$ cat config.mk
export PLATFORM = sky130hd
export DESIGN_NAME = apb_master
export DESIGN_NICKNAME = d
export VERILOG_FILES = /design/src/rtl/apb_pkg.sv /design/src/rtl/apb_addr_decoder.sv /design/src/rtl/apb_master.sv
export SDC_FILE = /design/constraint.sdc
export NUM_CORES = 1
export LEC_CHECK = 0
export ABC_AREA = 1
export CAP_MARGIN = 20
export CORE_MARGIN = 5
export CORE_UTILIZATION = 37
export CTS_BUF_LIST = sky130_fd_sc_hd__clkbuf_4 sky130_fd_sc_hd__clkbuf_8 sky130_fd_sc_hd__clkbuf_16
export CTS_CLUSTER_SIZE = 30
export DETAILED_ROUTE_END_ITERATION = 10
export GPL_TIMING_DRIVEN = 0
export HOLD_SLACK_MARGIN = 0.03
export PLACE_DENSITY = 0.8
export SLEW_MARGIN = 40
export SYNTH_ARGS = -nofsm -noshare
export SYNTH_HDL_FRONTEND = slang
export SYNTH_SLANG_ARGS = --single-unit
$ cat constraint.sdc
create_clock -name PCLK -period 1.69 [get_ports PCLK]
set_input_delay 0.2535 -clock PCLK [delete_from_list [all_inputs] [get_ports PCLK]]
set_output_delay 0.2535 -clock PCLK [all_outputs]
set_load 0.1 [all_outputs]
$ cat src/rtl/apb_pkg.sv
// Shared APB definitions: bridge FSM states, data width and the slave address map.
package apb_pkg;

  localparam int APB_DATA_W   = 32;
  localparam int APB_ADDR_W   = 32;
  localparam int SLV_WIN_BITS = 12;  // 4 KB window per slave
  localparam int IDX_LSB      = SLV_WIN_BITS;
  localparam int IDX_MSB      = 15;
  localparam int IDX_W        = IDX_MSB - IDX_LSB + 1;
  localparam int BASE_LSB     = IDX_MSB + 1;

  typedef enum logic [1:0] {
    IDLE,
    SETUP,
    ACCESS,
    DONE
  } apb_state_e;

endpackage

$ cat src/rtl/apb_addr_decoder.sv
// Combinational APB address decoder: page address -> {hit, slave index, one-hot select}.
module apb_addr_decoder
  import apb_pkg::*;
#(
  parameter int          NUM_SLV   = 4,
  parameter logic [31:0] BASE_ADDR = 32'h1000_0000
) (
  input  logic [APB_ADDR_W-1:IDX_LSB] addr,
  output logic                        hit,
  output logic [IDX_W-1:0]            index,
  output logic [NUM_SLV-1:0]          sel
);

  localparam int CMP_W = IDX_W + 1;

  always_comb begin
    index = addr[IDX_MSB:IDX_LSB];
    hit   = (addr[APB_ADDR_W-1:BASE_LSB] == BASE_ADDR[APB_ADDR_W-1:BASE_LSB]) &&
            ({1'b0, index} < CMP_W'(NUM_SLV));
    sel   = '0;
    for (int i = 0; i < NUM_SLV; i++) begin
      sel[i] = hit && (index == IDX_W'(i));
    end
  end

endmodule

$ cat src/rtl/apb_master.sv
// CPU data-bus to APB bridge: one request becomes a SETUP/ACCESS transfer,
// with decode-miss and PREADY-timeout errors reported alongside the ready pulse.
module apb_master
  import apb_pkg::*;
#(
  parameter int          NUM_SLV   = 4,
  parameter logic [31:0] BASE_ADDR = 32'h1000_0000,
  parameter int          TIMEOUT   = 16
) (
  input  logic                          PCLK,
  input  logic                          PRESET,
  input  logic                          transfer,
  input  logic                          write,
  input  logic [APB_ADDR_W-1:0]         addr,
  input  logic [APB_DATA_W-1:0]         wdata,
  output logic [APB_DATA_W-1:0]         rdata,
  output logic                          ready,
  output logic                          err,
  output logic [APB_ADDR_W-1:0]         PADDR,
  output logic                          PWRITE,
  output logic [APB_DATA_W-1:0]         PWDATA,
  output logic                          PENABLE,
  output logic [NUM_SLV-1:0]            PSEL,
  input  logic [APB_DATA_W*NUM_SLV-1:0] PRDATA,
  input  logic [NUM_SLV-1:0]            PREADY
);

  localparam int CNT_W = $clog2(TIMEOUT + 1);

  apb_state_e              state_q, state_d;
  logic [CNT_W-1:0]        cnt_q, cnt_d;
  logic                    err_q, err_d;
  logic [APB_ADDR_W-1:0]   paddr_q, paddr_d;
  logic [APB_DATA_W-1:0]   pwdata_q, pwdata_d;
  logic                    pwrite_q, pwrite_d;
  logic [APB_DATA_W-1:0]   rdata_q, rdata_d;
  logic [IDX_W-1:0]        index_q, index_d;
  logic [NUM_SLV-1:0]      sel_q, sel_d;

  logic                    dec_hit;
  logic [IDX_W-1:0]        dec_index;
  logic [NUM_SLV-1:0]      dec_sel;
  logic                    slv_ready;
  logic [APB_DATA_W-1:0]   slv_rdata;

  apb_addr_decoder #(
    .NUM_SLV   (NUM_SLV),
    .BASE_ADDR (BASE_ADDR)
  ) u_decoder (
    .addr  (addr[APB_ADDR_W-1:IDX_LSB]),
    .hit   (dec_hit),
    .index (dec_index),
    .sel   (dec_sel)
  );

  // Only the latched slave's PREADY/PRDATA matter; all other slaves are masked.
  always_comb begin
    slv_ready = |(PREADY & sel_q);
    slv_rdata = '0;
    for (int i = 0; i < NUM_SLV; i++) begin
      if (index_q == IDX_W'(i)) begin
        slv_rdata = PRDATA[i*APB_DATA_W +: APB_DATA_W];
      end
    end
  end

  always_ff @(posedge PCLK) begin
    if (PRESET) begin
      state_q  <= IDLE;
      cnt_q    <= '0;
      err_q    <= 1'b0;
      paddr_q  <= '0;
      pwdata_q <= '0;
      pwrite_q <= 1'b0;
      rdata_q  <= '0;
      index_q  <= '0;
      sel_q    <= '0;
    end else begin
      state_q  <= state_d;
      cnt_q    <= cnt_d;
      err_q    <= err_d;
      paddr_q  <= paddr_d;
      pwdata_q <= pwdata_d;
      pwrite_q <= pwrite_d;
      rdata_q  <= rdata_d;
      index_q  <= index_d;
      sel_q    <= sel_d;
    end
  end

  always_comb begin
    state_d  = state_q;
    cnt_d    = cnt_q;
    err_d    = err_q;
    paddr_d  = paddr_q;
    pwdata_d = pwdata_q;
    pwrite_d = pwrite_q;
    rdata_d  = rdata_q;
    index_d  = index_q;
    sel_d    = sel_q;
    unique case (state_q)
      IDLE: begin
        if (transfer) begin
          paddr_d  = addr;
          pwdata_d = wdata;
          pwrite_d = write;
          index_d  = dec_index;
          sel_d    = dec_sel;
          err_d    = !dec_hit;
          state_d  = dec_hit ? SETUP : DONE;
        end
      end
      SETUP: begin
        cnt_d   = '0;
        state_d = ACCESS;
      end
      ACCESS: begin
        // PREADY wins over a timeout landing on the same edge.
        if (slv_ready) begin
          if (!pwrite_q) begin
            rdata_d = slv_rdata;
          end
          err_d   = 1'b0;
          state_d = DONE;
        end else if (cnt_q == CNT_W'(TIMEOUT - 1)) begin
          err_d   = 1'b1;
          state_d = DONE;
        end else begin
          cnt_d = cnt_q + 1'b1;
        end
      end
      DONE: begin
        state_d = IDLE;
      end
      default: begin
        state_d = IDLE;
      end
    endcase
  end

  always_comb begin
    PSEL    = ((state_q == SETUP) || (state_q == ACCESS)) ? sel_q : '0;
    PENABLE = (state_q == ACCESS);
    ready   = (state_q == DONE);
    err     = (state_q == DONE) && err_q;
    PADDR   = paddr_q;
    PWDATA  = pwdata_q;
    PWRITE  = pwrite_q;
    rdata   = rdata_q;
  end

endmodule
## Word level (Yosys, flattened, before mapping)

Cells that the tools add are included.

| word-level totals | value |
|---|---|
| register bits | 113 |
| bits of input ports | 200 |
| output and inout port bits | 104 |
| logic and storage cells | 64 |

| cells by class | value |
|---|---|
| add/sub/neg operators | 1 |
| $lt $le $gt $ge | 1 |
| equality and inequality tests | 15 |
| mux-type cells | 17 |
| bitwise operators | 2 |
| reductions and logical operators | 19 |

Operators by type and width:

| kind | number |
|---|---|
| 32-bit 2-to-1 mux | 4 |
| 16-bit by 13-bit == test with 1-bit output, second input constant | 1 |
| 4-bit by 2-bit == test with 1-bit output, second input constant | 4 |
| 5-bit 2-to-1 mux | 2 |
| 5-bit case mux with 2 select lines | 1 |
| 3-bit AND reduction | 3 |
| 4-bit by 1-bit == test with 1-bit output, second input constant | 2 |
| 4-bit logical NOT | 2 |
| 2-bit 2-to-1 mux | 4 |
| 2-bit case mux with 4 select lines | 1 |
| 1-bit logical AND | 6 |
| 2-bit inequality test, second input constant | 3 |
| 5-bit by 1-bit adder with 5-bit output, second input constant | 1 |
| 5-bit by 4-bit == test with 1-bit output, second input constant | 1 |
| 4-bit bitwise AND | 1 |
| 2-bit == test, second input constant | 2 |
| 4-bit by 3-bit < comparator with 1-bit output, second input constant | 1 |
| 4-bit 2-to-1 mux | 1 |
| 2-bit AND reduction | 2 |
| 2-bit nonzero test | 2 |
| 4-bit OR reduction | 1 |
| 1-bit 2-to-1 mux | 3 |
| 3-bit by 1-bit inequality test with 1-bit output, second input constant | 1 |
| 2-bit by 1-bit == test with 1-bit output, second input constant | 1 |
| other kinds (5) | 5 |

## Logic depth before layout (Yosys ltp)

| depth | value |
|---|---|
| word-level depth | 5 |
| mapped depth | 10 |
| depth with buffers taken out | 10 |

## Cells and area by module

Synthesis repeated with hierarchy kept, for this count alone.

| unflattened totals | value |
|---|---|
| cell total of the unflattened synthesis | 792 |
| area, all modules | 5166.2 um2 |

By module, submodules not included:

| module | instances | cells each | area an instance (um2) | sequential area each (um2) |
|---|---|---|---|---|
| apb_master | 1 | 760 | 5009.8 | 2262.2 |
| apb_addr_decoder | 1 | 32 | 156.4 | 0.0 |

## Least setup slack after synthesis

No wires, ideal clock.

| path | value |
|---|---|
| path type | reg-to-reg |
| start | register state_q[0] |
| end | register rdata_q[25] (netlist: rdata[25]) |
| setup time | 0.119 ns |
| arrival time | 2.200 ns |
| required time | 1.571 ns |
| setup slack | -0.629 ns |
| stages on the path, launching flop included | 9 |
| buffers on the path | 1 |
| period minus slack after synthesis | 2.319 ns |
| path through | dfxtp_1 > inv_1 > ha_1 > o21ai_1 > nor2_2 > buf_2 > nand3_1 > nor2_1 > nor2_1 |

| on the way | value |
|---|---|
| cells in the longest elaborated chain, start to end | 2 |

Ends and longest elaborated chain:

| element | RTL line | source |
|---|---|---|
| from (decl) | apb_master.sv:30 | `apb_state_e state_q, state_d;` |
| from (signal assigned) | apb_master.sv:79 | `state_q <= state_d;` |
| 2-bit == test | n/a |  |
| named net PENABLE | apb_master.sv:22 | `output logic PENABLE,` |
| 3-bit AND reduction (no line) | n/a |  |
| to (signal assigned) | apb_master.sv:85 | `rdata_q <= rdata_d;` |
| to (decl) | apb_master.sv:36 | `logic [APB_DATA_W-1:0] rdata_q, rdata_d;` |

The timed path passes the listed nets, and every way through them passes these cells.
A chain may end at the register's enable or synchronous reset.

## Worst setup path in the final report

| path | value |
|---|---|
| start | register state_q[1] |
| end | output PSEL[0] |

| on the way | value |
|---|---|
| cells in the longest elaborated chain, start to end | 3 |
| elaborated cells on any way between the ends | 4 |
| classes of those cells | eq/ne: 2; mux: 1; reduce/logical: 1 |

Ends and longest elaborated chain:

| element | RTL line | source |
|---|---|---|
| 2-bit by 1-bit == test with 1-bit output / 2-bit == test (equally long branches) | apb_master.sv:142 | `PSEL = ((state_q == SETUP) \|\| (state_q == ACCESS)) ? sel_q : '0;` |
| 1-bit logical OR * | apb_master.sv:142 |  |
| 4-bit 2-to-1 mux * | apb_master.sv:142 |  |
| to (decl) | apb_master.sv:23 | `output logic [NUM_SLV-1:0] PSEL,` |

Mark *: on every way between the ends. The rest lies on a longest branch, timed or not.

==> flow_summary.toml <==
[global_route]
antenna_found_initial = 1
grt-ovfl-total = 0
grt_pass1_vias = 5697
grt_max_degree = 18
grt_pass1_wl_um = 31000
grt_util_all_layers_pct = 24.9

[detailed_routing]
via_count = 5945
postRouteAntennaNets = 0
drt-total-wl_um = 20300
drc = 0
wl_per_cell_um = 16.0
drt_first_pass_iters = 5
viasPerCell = 4.69
drt_iter0_drc = 288

[timing]
rsz0062_at_grt = "yes"
layout_min_cycle_time_ns = 1.66
finalCritPeriodShare_pct = 98.5
setup_viol = 0
maxSlewHeadroom_pct = 65.4
tns_ns = 0
max_slew.worst_pin.slew_ns = 0.523
fmax_ghz = 0.601
finalHoldViolCount = 0
drv_slew = 0
skew_ns = 0.0119

[floorplanning]
die_area_um2 = 15800
chipHeight_um = 126
rows = 42
num_io_pins = 304
core_um2 = 13200
initial_utilization_pct = 37.6
die_x_um = 126

[power_and_ir_drop]
p_sw_share_pct = 52.8
leakage_nw = 3.67
powerDensity_nw_per_um2 = 1620
ir_drop_uv = 581
power_switching_w = 0.00708
p_comb_share_pct = 56.3
sequentialPowerShare_pct = 25.7
clock_power_share_pct = 18.0
p_int_w = 0.00632

[worst_setup_path]
crit_family = "flip-flops"
path_max_fanout = 6
critical_path_buf_inv_count = 3
cp-start-kind = "flop"
crit_slowest_cell = "dfxtp_4"
path_cells = "inv_4 -> ha_4 -> nand2_4 -> clkinvlp_4 -> buf_12"
critical_path_required_ns = 1.44
r2r_slack_ns = 0.11
slowest_delay_ns = 0.38
crit_arrival_ns = 1.41
crit_type = "flop to output port"
end_kind = "output port"

[flow_run]
drv_cap = 0

[clock_tree]
clockBufferDepth = 2
cts_tree = "built"
clkTransAtPathRegs_ns = 0.07
worstSkewPairLatency_ns = 0.35
ctsRootBufferMaster = "clkbuf_16"
cts_made_buffers = 9
cts.htree.levels = 3
cts_sinks = 109

[logic_synthesis]
yosys.area.top_type_share_pct = 44.0
yosysSeqAreaShare_pct = 44.0
syn_area_um2 = 4960
synth_nets = 975
syn_area_per_cell_um2 = 6.45
syn_inst = 769
synth_area_leaders = "dfxtp_1 (44%), nor2_1 (16%), nand2_1 (16%)"
synth_top_cell_by_area = "dfxtp_1"
synth.distinct_cells = 22
synth_warnings = 0
ys_seq_elements = 109

[place]
portBuffers = 302
dp_hpwl_um = 16400
gp_congestion = 0.920
dpl-instance-area_um2 = 7720

[cells_and_area]
final_cell_mix = "nor2_1 (212), nand2_1 (205), clkdlybuf4s50_1 (198), buf_2 (104), dfxtp_1 (101)"
syn2layout_area_growth_pct = 66.9
multiInputGateArea_um2 = 2570
layout_commonest_cell = "nor2_1"
drive_gt1_share_pct = 17.1
fin_nets = 1291
seq_area_um2 = 2200
fill_cells = 1269
fin_area_um2 = 8280
final_util_pct = 62.8

[run_status]
status = "finished, final reports clean"

[min_path]
min_path_type = "input port to flop"
Yosys cell counts (all sizes together):
cell type and n:
a21boi 2, a21oi 12, buf 16, clkbuf 27, clkinv 1, dfxtp 109
ha 6, inv 26, nand2 210, nand3 38, nand4 1, nor2 215
nor3 3, o21ai 101, or2 2
sequential cells by signal, indices dropped and copies added (netlist names):
register and flops:
rdata 32, PWRITE 1, sel_q 4, PADDR 32
PWDATA 32, cnt_q 5, state_q 2, err_q 1
cell type report:
cell class | instances | share of cell area [%]
Clock buffer | 12 | 3.22
Tap cell | 176 | 2.66
Multi-Input combinational cell | 590 | 31.1
Sequential cell | 109 | 26.5
Buffer | 42 | 2.77
Clock inverter | 4 | 0.922
Timing Repair Buffer | 306 | 31.4
Antenna cell | 1 | 0.0302
Inverter | 27 | 1.41
per-stage QoR:
step                hold slack, ns  setup slack, ns  power (W)  cells
global route                 0.207          -0.0255     0.0141   1267
floorplan                    0.396          -0.0349    0.00904    769
global placement             0.454           -0.802     0.0111   1247
detailed placement           0.461           -0.522     0.0107   1247
finish                       0.182           0.0253     0.0134   1267
CTS                          0.176         -0.00514     0.0133   1266
worst paths after layout:
kind                   start    endpoint  cells after the start
setup reg to reg    cnt_q[0]    cnt_q[1]                      9
hold / removal        PRESET  state_q[0]                      2
hold reg to reg     cnt_q[2]    cnt_q[2]                      2
setup / recovery  state_q[1]     PSEL[0]                      5
logic make-up after synthesis:
family / Yosys count / share of synthesized area, %
buf+inv: 70 / 5.77
simple gates: 469 / 37.0
flops: 109 / 44.0
fa+ha+maj: 6 / 1.51
compound gates: 115 / 11.7
power groups by stage:
| stage | logic, W | registers, W | clock network, W |
|---|---|---|---|
| global route | 0.00801 | 0.00351 | 0.00253 |
| global placement | 0.00764 | 0.00346 | 0 |
| detailed placement | 0.00724 | 0.00347 | 0 |
| finish | 0.00755 | 0.00344 | 0.00241 |
| CTS | 0.00739 | 0.00343 | 0.00245 |
| floorplan | 0.00214 | 0.00690 | 0 |
metal layers:
layer	up-vias	GRT usage, %	wire [um]
met4	0	8.96	574
met1	2605	27.4	7620
li1	3051	-	-
met2	259	45.0	10100
met3	30	7.92	1990
met5	-	0	0
repair_timing:
item / CTS / global route
resized for setup: 34 / 48
hold buffers: 0 / 0
setup endpoints to repair: 87 / 79
buffers inserted: 3 / 1
pin swaps: 2 / 6
worst reg2reg max path: cells and delay by family, from the launching register on:
kind	cells	cell delay [ns]
and+or+nand+nor	4	0.33
buffers and inverters	1	0.18
DFF	1	0.34
AOI/OAI and AO/OA	2	0.22
adders and majority gates	2	0.42
Power figures use the tool's default switching activity.
